**config.mk**
```make
export PLATFORM = sky130hd
export DESIGN_NAME = alu_op_sequencer
export DESIGN_NICKNAME = d
export VERILOG_FILES = /design/src/rtl/alu_op_sequencer.sv
export SDC_FILE = /design/constraint.sdc
export NUM_CORES = 1
export LEC_CHECK = 0
export ABC_CLOCK_PERIOD_IN_PS = 6820
export CORE_ASPECT_RATIO = 1.5
export CORE_MARGIN = 3
export CORE_UTILIZATION = 35
export CTS_CLUSTER_SIZE = 12
export DETAILED_ROUTE_END_ITERATION = 7
export PLACE_DENSITY_LB_ADDON = 0.1
export SYNTH_ARGS = -nofsm -noshare
export SYNTH_HDL_FRONTEND = slang
export SYNTH_SLANG_ARGS = --single-unit
```
**constraint.sdc**
```tcl
create_clock -name clk_i -period 6.82 [get_ports clk_i]
set_clock_uncertainty 0.2 [all_clocks]
set_input_delay 0.682 -clock clk_i [delete_from_list [all_inputs] [get_ports clk_i]]
set_output_delay 0.682 -clock clk_i [all_outputs]
set_load 0.005 [all_outputs]
```
**src/rtl/alu_op_sequencer.sv**
```systemverilog
// Execute-stage issue controller: single-cycle ALU ops plus an iterative
// shift-add multiplier, with valid/ready request and response handshakes.
module alu_op_sequencer #(
  parameter int WIDTH   = 32,
  parameter int MUL_BPC = 1
) (
  input  logic             clk_i,
  input  logic             rst_i,
  input  logic             flush_i,
  input  logic             req_valid_i,
  output logic             req_ready_o,
  input  logic [2:0]       ALUCtrl_i,
  input  logic [WIDTH-1:0] src1_i,
  input  logic [WIDTH-1:0] src2_i,
  input  logic [4:0]       rd_i,
  output logic             rsp_valid_o,
  input  logic             rsp_ready_i,
  output logic [WIDTH-1:0] result_o,
  output logic [4:0]       rd_o,
  output logic             busy_o
);

  localparam int N   = WIDTH / MUL_BPC;
  localparam int SHW = $clog2(WIDTH);
  localparam int CW  = $clog2(N + 1);
  localparam logic [CW-1:0] N_CNT = CW'(N);

  // Decoder ALU_Control encodings; 3'b111 is unassigned.
  localparam logic [2:0] ALU_AND = 3'b000;
  localparam logic [2:0] ALU_XOR = 3'b001;
  localparam logic [2:0] ALU_SLL = 3'b010;
  localparam logic [2:0] ALU_ADD = 3'b011;
  localparam logic [2:0] ALU_SUB = 3'b100;
  localparam logic [2:0] ALU_SRA = 3'b101;
  localparam logic [2:0] ALU_MUL = 3'b110;

  typedef enum logic [1:0] {IDLE, MUL, DONE} state_t;

  state_t           state, next_state;
  logic [CW-1:0]    cnt;
  logic [WIDTH-1:0] acc, mcand, mplier, partial, alu_res, result_q;
  logic [4:0]       rd_q;
  logic [SHW-1:0]   shamt;
  logic             accept, is_mul;

  assign req_ready_o = !flush_i && (state == IDLE || (state == DONE && rsp_ready_i));
  assign accept      = req_valid_i && req_ready_o;
  assign is_mul      = (ALUCtrl_i == ALU_MUL);
  assign shamt       = src2_i[SHW-1:0];
  assign busy_o      = (state == MUL);
  assign rsp_valid_o = (state == DONE);
  assign result_o    = result_q;
  assign rd_o        = rd_q;

  always_comb begin
    alu_res = '0;
    case (ALUCtrl_i)
      ALU_AND: alu_res = src1_i & src2_i;
      ALU_XOR: alu_res = src1_i ^ src2_i;
      ALU_SLL: alu_res = src1_i << shamt;
      ALU_ADD: alu_res = src1_i + src2_i;
      ALU_SUB: alu_res = src1_i - src2_i;
      ALU_SRA: alu_res = $signed(src1_i) >>> shamt;
      default: alu_res = '0;
    endcase
  end

  // Sum of the MUL_BPC shifted multiplicand copies retired this step.
  always_comb begin
    partial = '0;
    for (int j = 0; j < MUL_BPC; j++) begin
      if (mplier[j]) partial = partial + (mcand << j);
    end
  end

  always_ff @(posedge clk_i) begin
    if (rst_i) state <= IDLE;
    else       state <= next_state;
  end

  always_comb begin
    next_state = state;
    if (flush_i) begin
      next_state = IDLE;
    end else begin
      case (state)
        IDLE: if (accept) next_state = is_mul ? MUL : DONE;
        MUL:  if (cnt == CW'(1)) next_state = DONE;
        DONE: begin
          if (accept)           next_state = is_mul ? MUL : DONE;
          else if (rsp_ready_i) next_state = IDLE;
        end
        default: next_state = IDLE;
      endcase
    end
  end

  always_ff @(posedge clk_i) begin
    if (rst_i) begin
      cnt      <= '0;
      acc      <= '0;
      mcand    <= '0;
      mplier   <= '0;
      result_q <= '0;
      rd_q     <= '0;
    end else if (flush_i) begin
      cnt <= '0;
      acc <= '0;
    end else if (accept) begin
      rd_q <= rd_i;
      if (is_mul) begin
        mcand  <= src1_i;
        mplier <= src2_i;
        acc    <= '0;
        cnt    <= N_CNT;
      end else begin
        result_q <= alu_res;
      end
    end else if (state == MUL) begin
      acc    <= acc + partial;
      mcand  <= mcand << MUL_BPC;
      mplier <= mplier >> MUL_BPC;
      cnt    <= cnt - CW'(1);
      if (cnt == CW'(1)) result_q <= acc + partial;
    end
  end

endmodule

```
# Yosys cells after proc, flatten, opt, wreduce, memory -nomap -nowiden
# Cells that the tools add are included.
[classes]
n_addsub = 4
n_eq_ne = 14
shift = 2
muxes = 24
n_bitwise = 3
n_reduce_logical = 15
[op_table]
columns = ["op", "n"]
rows = [
  ["2-to-1 mux 32 bit", 14],
  ["one-hot mux 32 bit (6 select lines)", 1],
  ["adder 32 bit", 2],
  ["AND 32 bit", 1],
  ["<< shifter 32 x 5 -> 32 bit", 1],
  [">>> shifter 32 x 5 -> 32 bit", 1],
  ["subtractor 32 bit", 1],
  ["XOR 32 bit", 1],
  ["2-to-1 mux 6 bit", 3],
  ["2-to-1 mux 2 bit", 5],
  ["equality test 3 bit (second input constant)", 3],
  ["equality test 3 x 2 -> 1 bit (second input constant)", 2],
  ["equality test 6 x 1 -> 1 bit (second input constant)", 1],
  ["one-hot mux 2 bit (3 select lines)", 1],
  ["AND reduction 3 bit", 2],
  ["subtractor 6 x 1 -> 6 bit (second input constant)", 1],
  ["inequality test 2 x 1 -> 1 bit (second input constant)", 2],
  ["inequality test 2 bit (second input constant)", 2],
  ["AND reduction 2 bit", 2],
  ["AND reduction 4 bit", 1],
  ["nonzero test 2 bit", 2],
  ["equality test 3 x 1 -> 1 bit (second input constant)", 1],
  ["logical AND 1 bit", 3],
  ["logical NOT 3 bit", 1],
  ["other kinds (8)", 8],
]
[totals]
register_bits = 141
input_bits = 77
output_inout_bits = 40
wordCells = 69

# Depth between registers and ports, before layout
[logic_depth]
depth_word = 7
ltp_mapped = 21

# Least setup slack after synthesis
# OpenSTA, ideal clock, no wires.
[synth_timing]
path_kind = "input to register"
from = "input src2_i[0]"
to = "register result_q[24], in the netlist result_o[24]"
arrival_time_ns = 4.761
slack_ns = 1.793
cell_stages = 20
n_path_buf = 3
cell_sequence = "buf_2 -> buf_2 -> clkbuf_1 -> inv_1 -> ha_1 -> nand2b_1 -> or3_1 -> o31ai_1 -> xor2_1 -> ha_1 -> nand4_1 -> or2_2 -> a211oi_1 -> a2111oi_2 -> a21oi_1 -> nor2_1 -> or4_1 -> a211o_1 -> a31oi_1 -> nor2b_1"
[synth_between]
elab_chain_cells = 4
elab_cells_between_ends = 7
classes_between = "add/sub: 2; shift: 2; mux: 3"
[synth_lines]
columns = ["item", "line", "rtl"]
rows = [
  ["start, declared", "14", "input logic [WIDTH-1:0] src2_i,"],
  ["subtractor 32 bit, or another cell as far along", "62", "ALU_SUB: alu_res = src1_i - src2_i;"],
  ["one-hot mux 32 bit (6 select lines) *", "57", "case (ALUCtrl_i)"],
  ["2-to-1 mux 32 bit *", "111", "if (is_mul) begin"],
  ["2-to-1 mux 32 bit *", "109", "end else if (accept) begin"],
  ["end signal, assigned", "117", "result_q <= alu_res;"],
  ["end signal, assigned", "124", "if (cnt == CW'(1)) result_q <= acc + partial;"],
  ["end, declared", "41", "logic [WIDTH-1:0] acc, mcand, mplier, partial, alu_res, result_q;"],
]
# Every way passes the cells marked *; elsewhere a longest branch is shown, timed or not. The select of a mux whose other input is x is not followed.
# A chain may end at the register's enable or synchronous reset.

# Worst setup path in the final report
[layout_timing]
from = "input src2_i[4]"
to = "register result_q[30], in the netlist result_o[30]"
# The elaborated chain is that of the path after synthesis.

==> flow_metrics.env <==
export IMPL_switching_share_pct=36.98
export IMPL_insertion_delay_ns=0.45
export IMPL_fin_crit_sh_pct=79.58
export IMPL_power_internal_mw=1.697
export IMPL_maxSlewViolCount=0
export IMPL_synth_flop_cell="dfxtp_1"
export IMPL_cp_slowest_stage_delay_ns=0.52
export IMPL_power_switching_mw=0.9957
export IMPL_clockPowerShare_pct=34.0
export IMPL_synthTopCellsByArea="dfxtp_1 (20%), ha_1 (8.6%), mux4_2 (7.9%), mux2i_1 (7.2%), nand2_1 (6.7%)"
export IMPL_power_density_mw_per_mm2=164.6
export IMPL_critPathSlowestCell="or4_4"
export IMPL_clk_pin_slew_ns=0.06
export IMPL_reg2reg_to="result_o[30]$_SDFFE_PP0P_"
export IMPL_port_buffers=116
export IMPL_path_max_fanout=6
export IMPL_synth_top_area_share_pct=19.84
export IMPL_cts_root_buffer="clkbuf_16"
export IMPL_seqPwrFrac_pct=31.7
export IMPL_synth_top_cells_by_count="nand2_1 (255), nor2_1 (224), a21oi_1 (161)"
export IMPL_dp_hpwl_um=48510
export IMPL_clock_path_buffers=2
export IMPL_outcome="completed"
export IMPL_synth_nets=2023
export IMPL_end_kind="register"
export IMPL_core_mm2=0.03975
export IMPL_placed_cells=2366
export IMPL_yosysTopAreaCell="dfxtp_1"
export IMPL_ir_worst_vdd_v=0.0001605
export IMPL_ant_nets=0
export IMPL_setup_viol=0
export IMPL_final_nets=2062
export IMPL_routed_wl_um=62900
export IMPL_finalHoldViolations=0
export IMPL_clock_sinks=141
export IMPL_crit_chain="clkdlybuf4s50_1, or2_4, or3_1, or3_4, or4_4, nor4_4, and3_4, nor2_1, xnor2_1, ha_1, a21o_1, a21o_1, a21o_1, a221o_1, a21oi_1, mux2i_1, a21oi_1, o21ai_0, a21oi_1, a211oi_1"
export IMPL_worst_hold_path_type="register to register"
export IMPL_dieArea_mm2=0.04315
export IMPL_syn_to_final_growth_pct=14.97
export IMPL_tns_ns=0
export IMPL_cp_num_buf_inv=1
export IMPL_netlist_instances=1846
export IMPL_antennaDiodeCount=0
export IMPL_crit_family="simple AND/OR/NAND/NOR gates"
export IMPL_die_h_um=252.9
export IMPL_num_vias=14648
export IMPL_crit_arrival_ns=5.59
export IMPL_combPwrFrac_pct=34.3
export IMPL_syn_area_per_cell_um2=7.706
export IMPL_yosysMostFrequentCell="nand2_1"
export IMPL_rows=89
export IMPL_ctsResizeCount=0
export IMPL_r2r_start="mplier[0]$_SDFFE_PP0P_"
export IMPL_routedWlPerCell_um=26.23
export IMPL_reg2reg_setup_slack_ns=2.15
export IMPL_drt_iter0_markers=1179
export IMPL_antenna_found_initial=1
export IMPL_fin_cells=2398
export IMPL_io_pin_count=117
export IMPL_maxCapViolations=0
export IMPL_min_period_ns=5.427
export IMPL_required_ns=6.98
export IMPL_grt_total_usage_pct=28.76
export IMPL_power_leakage_nw=6.093
export IMPL_die_width_um=170.6
export IMPL_hold_buffers=0
export IMPL_firstDrtPassIters=5
export IMPL_overflow=0
export IMPL_grt_pass1_vias=14324
export IMPL_cts_tree="yes"
export IMPL_post_cts_buffers=0
export IMPL_yosysUniqueCellTypes=68
export IMPL_crit_end="result_o[30]$_SDFFE_PP0P_"
export IMPL_viasPerCell=6.108
export IMPL_async_reset_ff_share_pct=0
export IMPL_drc=0
export IMPL_seq_area_frac_synth_pct=19.84
export IMPL_grt_pass1_wl_um=92740
export IMPL_ys_warn_count=0
export IMPL_rsz0062_at_grt="no"
export IMPL_grt_max_degree=81
export IMPL_totalPowerFinal_mw=2.693
export IMPL_startpoint="src2_i[4]"
export IMPL_worst_pin_slew_ns=1.226
export IMPL_r2r_cells=13
export IMPL_drive_gt1_share_pct=9.168
export IMPL_fin_util_pct=41.14
export IMPL_syn_area_mm2=0.01422
export IMPL_relSlewSlack_pct=17.98
export IMPL_initial_core_util_pct=35.78
export IMPL_synth_edf_count=0
export IMPL_fmax_ghz=0.1843
export IMPL_start_kind="input port"
export IMPL_place_gp_congestion=1.011
export IMPL_cts_max_level=4
export IMPL_path_class="input port to register"
export IMPL_path_depth=20
export IMPL_cts_buffers=17
export IMPL_ys_seq_elements=141
==> per-layer routing <==
layer / GRT usage [%] / vias up / wire [um]
met4: 15.19 / 2 / 3585
met2: 50.46 / 531 / 31940
met5: 0 / - / 13
li1: - / 6901 / -
met3: 3.717 / 150 / 3014
met1: 33.87 / 7064 / 24350
==> metrics by stage <==
stage	hold WS, ns	cell area (um2)	setup slack (ns)
finish	0.2549	16350	1.393
global route	0.2752	16350	1.118
CTS	0.2590	16350	1.437
detailed placement	0.2494	15790	0.9656
global placement	0.2419	15790	0.9426
floorplan	0.2362	14220	1.793
==> final cells by class <==
| class | instances | area [um2] |
|---|---|---|
| Fill cell | 4162 | 23400 |
| Tap cell | 500 | 625.6 |
| Sequential cell | 141 | 2823 |
| Inverter | 28 | 105.1 |
| Timing Repair Buffer | 149 | 1399 |
| Clock buffer | 21 | 480.5 |
| Clock inverter | 11 | 82.58 |
| Multi-Input combinational cell | 1548 | 10840 |
==> layout by cell type, fill, tap and decap left out, types with 14 or more instances in the layout <==
master / n
and2_1: 36
dfxtp_1: 141
a21oi_1: 159
ha_1: 98
a31oi_1: 17
nor2_1: 222
a311oi_1: 68
o21ai_0: 95
nor2b_1: 16
mux4_2: 50
o211ai_1: 14
mux2_2: 29
nand2_1: 254
buf_4: 35
o22ai_1: 18
xor2_1: 36
a211oi_1: 28
clkbuf_16: 17
nand3_1: 26
inv_1: 26
clkdlybuf4s50_1: 110
nor3_1: 34
xnor2_1: 45
mux2i_1: 102
a21o_1: 29
o21a_1: 15
==> how the worst min path moves through the flow <==
stage,start,endpoint,slack [ns],cells past startpoint
floorplan,acc[10]$_SDFFE_PP0P_,acc[10]$_SDFFE_PP0P_,0.24,2
global placement,rd_o[4]$_SDFFE_PP0P_,rd_o[4]$_SDFFE_PP0P_,0.24,2
detailed placement,rd_o[4]$_SDFFE_PP0P_,rd_o[4]$_SDFFE_PP0P_,0.25,2
CTS,rd_o[0]$_SDFFE_PP0P_,rd_o[0]$_SDFFE_PP0P_,0.26,2
global route,rd_o[1]$_SDFFE_PP0P_,rd_o[1]$_SDFFE_PP0P_,0.28,2
finish,rd_o[0]$_SDFFE_PP0P_,rd_o[0]$_SDFFE_PP0P_,0.25,2
==> power by group through the flow <==
| stage | clock network [mW] | registers (mW) | logic [mW] |
|---|---|---|---|
| after floorplan | 0 | 0.870 | 0.544 |
| after global placement | 0 | 0.873 | 0.911 |
| after detailed placement | 0 | 0.873 | 0.906 |
| after CTS | 0.937 | 0.855 | 0.912 |
| after global routing | 0.969 | 0.857 | 0.988 |
| final | 0.915 | 0.855 | 0.923 |
==> registers in the layout, summed over array words and instances (netlist names) <==
| register | count |
|---|---|
| cnt | 6 |
| mcand | 32 |
| acc | 32 |
| rd_o | 5 |
| state | 2 |
| result_o | 32 |
| mplier | 32 |
==> worst register-to-register path, stage by stage (launching register included) <==
cell	delay [ns]
dfxtp_1	0.67
and2_1	0.25
ha_1	0.23
fa_1	0.26
a211oi_1	0.09
nor2_1	0.28
a21oi_1	0.25
a311oi_1	0.70
a211oi_1	0.18
a211oi_1	0.51
a311oi_1	0.20
xnor2_1	0.42
a21oi_1	0.14
a211oi_1	0.21
==> cell families (layout without fill, tap and decap cells) <==
logic type      Yosys count  count (layout)  share of synthesized area (%)
xor+xnor                 82              82                          5.102
buf+inv                 157             209                          4.204
flops                   141             141                          19.84
fa+ha+maj               100             100                          8.901
mux                     181             181                          17.39
simple gates            658             658                          20.30
compound gates          527             527                          24.26
No activity file was read; power rests on OpenSTA's default activity.
